### src/rtl/state_machine.sv
// Round sequencer for the expanded DES key schedule: one LOAD cycle followed by ROUNDS round cycles.
// Optional macro STATE_MACHINE_ONE_SHOT_EN parks the sequencer in LOAD after the first schedule.
module state_machine #(
  parameter int unsigned ROUNDS = 16
) (
  input  logic       Clk,
  input  logic       Reset,
  output logic       Select_mux_pc_temp,
  output logic       Select_mux_shift_temp,
  output logic [4:0] Counter,
  output logic       Pre_state,
  output logic       Next_state
);

  typedef enum logic {
    LOAD  = 1'b0,
    ROUND = 1'b1
  } state_t;

  localparam logic [4:0] RoundsC = 5'(ROUNDS);

  state_t     state_q, state_d;
  logic [4:0] counter_q, counter_d;

`ifdef STATE_MACHINE_ONE_SHOT_EN
  logic done_q, done_d;

  always_ff @(posedge Clk or posedge Reset) begin
    if (Reset) begin
      done_q <= 1'b0;
    end else begin
      done_q <= done_d;
    end
  end
`endif

  always_ff @(posedge Clk or posedge Reset) begin
    if (Reset) begin
      state_q   <= LOAD;
      counter_q <= 5'd0;
    end else begin
      state_q   <= state_d;
      counter_q <= counter_d;
    end
  end

  // An out-of-range counter can only come from corruption; it always recovers to LOAD/0.
  always_comb begin
    state_d   = LOAD;
    counter_d = 5'd0;
`ifdef STATE_MACHINE_ONE_SHOT_EN
    done_d    = done_q;
`endif
    if (counter_q > RoundsC) begin
      state_d   = LOAD;
      counter_d = 5'd0;
    end else begin
      unique case (state_q)
        LOAD: begin
`ifdef STATE_MACHINE_ONE_SHOT_EN
          if (done_q) begin
            state_d   = LOAD;
            counter_d = 5'd0;
          end else begin
            state_d   = ROUND;
            counter_d = 5'd1;
          end
`else
          state_d   = ROUND;
          counter_d = 5'd1;
`endif
        end
        ROUND: begin
          if (counter_q < RoundsC) begin
            state_d   = ROUND;
            counter_d = counter_q + 5'd1;
          end else begin
            state_d   = LOAD;
            counter_d = 5'd0;
`ifdef STATE_MACHINE_ONE_SHOT_EN
            done_d    = 1'b1;
`endif
          end
        end
        default: begin
          state_d   = LOAD;
          counter_d = 5'd0;
        end
      endcase
    end
  end

  always_comb begin
    Pre_state             = state_q;
    Next_state            = state_d;
    Counter               = counter_q;
    Select_mux_pc_temp    = ~state_q;
    Select_mux_shift_temp = 1'b0;
    if (state_q == ROUND) begin
      Select_mux_shift_temp = (counter_q == 5'd1) || (counter_q == 5'd2) ||
                              (counter_q == 5'd9) || (counter_q == RoundsC);
    end
  end

endmodule

### config.mk
export PLATFORM = sky130hd
export DESIGN_NAME = state_machine
export DESIGN_NICKNAME = d
export VERILOG_FILES = /design/src/rtl/state_machine.sv
export SDC_FILE = /design/constraint.sdc
export NUM_CORES = 1
export LEC_CHECK = 0
export CAP_MARGIN = 20
export CELL_PAD_IN_SITES_DETAIL_PLACEMENT = 0
export CELL_PAD_IN_SITES_GLOBAL_PLACEMENT = 1
export CORE_AREA = 2 2 39 41
export DETAILED_ROUTE_END_ITERATION = 7
export DIE_AREA = 0 0 41 43
export GPL_TIMING_DRIVEN = 0
export PLACE_DENSITY_LB_ADDON = 0.1
export SETUP_SLACK_MARGIN = 0.2
export SLEW_MARGIN = 20
export SYNTH_ARGS = -nofsm -noshare
export SYNTH_HDL_FRONTEND = slang
export SYNTH_SLANG_ARGS = --single-unit
export TNS_END_PERCENT = 20
### constraint.sdc
create_clock -name Clk -period 2.15 [get_ports Clk]
set_input_delay 0.43 -clock Clk [delete_from_list [all_inputs] [get_ports Clk]]
set_output_delay 0.43 -clock Clk [all_outputs]
set_load 0.01 [all_outputs]
==> impl_metrics.tcl <==
set metrics [dict create \
    cts_sinks 6 \
    synth_common_cells "dfrtp_1 (6), inv_1 (5), ha_1 (4)" \
    synth-edff-count 0 \
    synth_top_family_by_area "simple AND/OR/NAND/NOR gates" \
    pre_cts_slack_ns -0.112 \
    grt_overflow_total 0 \
    synth_area_leader_cell "dfrtp_1" \
    vias 286 \
    outcome "finished clean" \
    seq_area_sq_um 151 \
    synthAdderAreaFrac_pct 14.7 \
    grt_max_degree 9 \
    cp-start-kind "flop" \
    cts_max_level 1 \
    numCtsBuffers 3 \
    end_kind "primary output" \
    finalSetupViolations 0 \
    initial_core_util_pct 24.7 \
    area_growth_pct 57.9 \
    post-route-period-util_pct 89.2 \
    synthMuxAreaShare_pct 5.86 \
    cp_data_arrival_time_ns 1.49 \
    ys_seq_elements 6 \
    worstPathRequired_ns 1.72 \
    reg2reg_to "Counter[0]$_DFF_PP0_" \
    synth_most_common_cell "dfrtp_1" \
    dieArea_sq_um 1760 \
    fp.dieW_microns 41 \
    hp-class "in2async" \
    synthArstFlopShare_pct 100 \
    mappedNetlistNets 37 \
    cts_tree "done" \
    fin_skew_ns 0.00371 \
    final_nets 56 \
    ys_types 15 \
    ys_warn_count 0 \
    powerDensity_nw_per_um2 399 \
    yosys.area_share.simple_pct 21.2 \
    yosys.area_share.xor_xnor_pct 2.56 \
    clockRootBuffer "clkbuf_4" \
    place_inst 57 \
    p_leak_nw 0.256 \
    ir_worst_vdd_mv 0.210 \
    n_antenna_cell 0 \
    fin_area_sq_um 539 \
    syn_area_per_cell_sq_um 11.0 \
    wirelength_microns 744 \
    clk_latency_ns 0.24 \
    drt_iter0_drc 0 \
    cts.clk_slew.worst_paths_ns 0.04 \
    wl_per_cell_microns 11.6 \
    post-route-drc-count 0 \
    port_buffers 10 \
    firstDrtPassIters 1 \
    grt_pass1_vias 275 \
    vias_per_cell 4.47 \
    fin_cells 64 \
    rows 14 \
    period_needed_ns 1.92 \
    clockBufferDepth 2 \
    synthesis.area_sq_um 342 \
    timing.fmax_mhz 522 \
    synth_flop_cell "dfrtp_1" \
    slew_headroom_pct 80.8 \
    rr_worst_depth 5 \
    maxCapViolCount 0 \
    fin_ws_ns 0.233 \
    place_area_sq_um 462 \
    fillers 149 \
    multi_input_area_sq_um 195 \
    synthCells 31 \
    die_h_microns 43 \
    synth_area_leaders "dfrtp_1 (44%), ha_1 (15%), mux2i_1 (5.9%)" \
    final_core_util_pct 39.0 \
    synth_compound_area_share_pct 6.23 \
    reg2reg_from "Counter[0]$_DFF_PP0_" \
    gp_congestion 0.633 \
    setup_tns_ns 0 \
    tightest_slew_ns 0.288 \
    finalPower_mw 0.215 \
    worstPathMaxFanout 2 \
    critical_path_class "reg2out" \
    yosysSeqAreaShare_pct 44.0 \
    antenna_left 0 \
    hold_viol_final 0 \
    synth_top_area_share_pct 44.0 \
    track_usage_pct 10.2 \
    rsz0062_at_grt "yes" \
    grt_pass1_wl_mm 1.16 \
    ios 11 \
    reg2reg_slack_ns 0.75 \
    coreArea_sq_um 1380 \
    antenna_found_initial 0 \
    slew_viol_final 0 \
    holdWs_ns 0.405 \
    drive_gt1_share_pct 33.3 \
]
[power by group]
group	leakage (nW)	total [mW]	internal [mW]	switching [mW]
registers	0.0601	0.113	0.113	0
logic	0.182	0.00393	0.00169	0.00224
clock network	0.0138	0.0981	0.0628	0.0353
total	0.256	0.215	0.178	0.0375
[cells by family (layout without fill, tap and decap cells)]
logic type      Yosys count  count (layout)
buf+inv                   5              22
fa+ha+maj                 4               4
xor+xnor                  1               1
flops                     6               6
simple gates             11              11
mux                       2               2
compound gates            2               2
[flip-flops by register name (all words and copies together), names as in the netlist]
name / count
Counter: 5
Pre_state: 1
[routing by layer]
layer	part of all wire, %	up-vias	wire [microns]	GRT usage [%]
met5	0	-	0	0
li1	-	142	-	-
met4	0.67	0	5	6.00
met1	47	133	352	13.9
met3	6.3	2	47	3.14
met2	46	9	339	13.8
[final cells by class]
class	count	share of cell area (%)
Timing Repair Buffer	14	24.4
Sequential cell	6	28.1
Clock buffer	3	4.18
Tap cell	16	3.71
Multi-Input combinational cell	20	36.2
Inverter	5	3.48
[layout by cell type (no fill, tap or decap)]
cell type        instances
or4b_4                   1
mux2i_1                  2
xnor2_1                  1
clkbuf_4                 3
dfrtp_2                  1
ha_4                     1
inv_2                    2
nand2b_1                 1
dfrtp_1                  5
a22oi_2                  1
clkdlybuf4s15_1          1
clkdlybuf4s50_1          8
or3b_1                   1
nand3b_1                 1
o41ai_2                  1
nor2_1                   3
nand2_2                  1
inv_1                    3
buf_6                    1
buf_4                    4
nand3_1                  2
ha_1                     3
nand4bb_1                1
[how the worst max path moves through the flow]
stage	start	end	slack, ns	cells past startpoint
after floorplan	Counter[0]$_DFF_PP0_	Next_state	0.43	4
after global placement	Counter[0]$_DFF_PP0_	Next_state	-0.09	5
after detailed placement	Counter[0]$_DFF_PP0_	Next_state	-0.11	5
after CTS	Counter[0]$_DFF_PP0_	Next_state	0.20	5
after global routing	Counter[1]$_DFF_PP0_	Next_state	0.17	5
final	Counter[0]$_DFF_PP0_	Next_state	0.23	5
[critical path, stage by stage, from the launching register on]
cell     delay, ns
dfrtp_2       0.40
inv_2         0.07
ha_4          0.12
or4b_4        0.46
nand2_2       0.10
buf_6         0.10
[what timing repair did]
action / in CTS / in global routing
pin swaps: 0 / 1
buffers inserted: 3 / 1
gates resized for setup: 12 / 2
hold buffers: 0 / 0
setup endpoints to repair: 2 / 2
No activity file was read; power rests on OpenSTA's default activity.
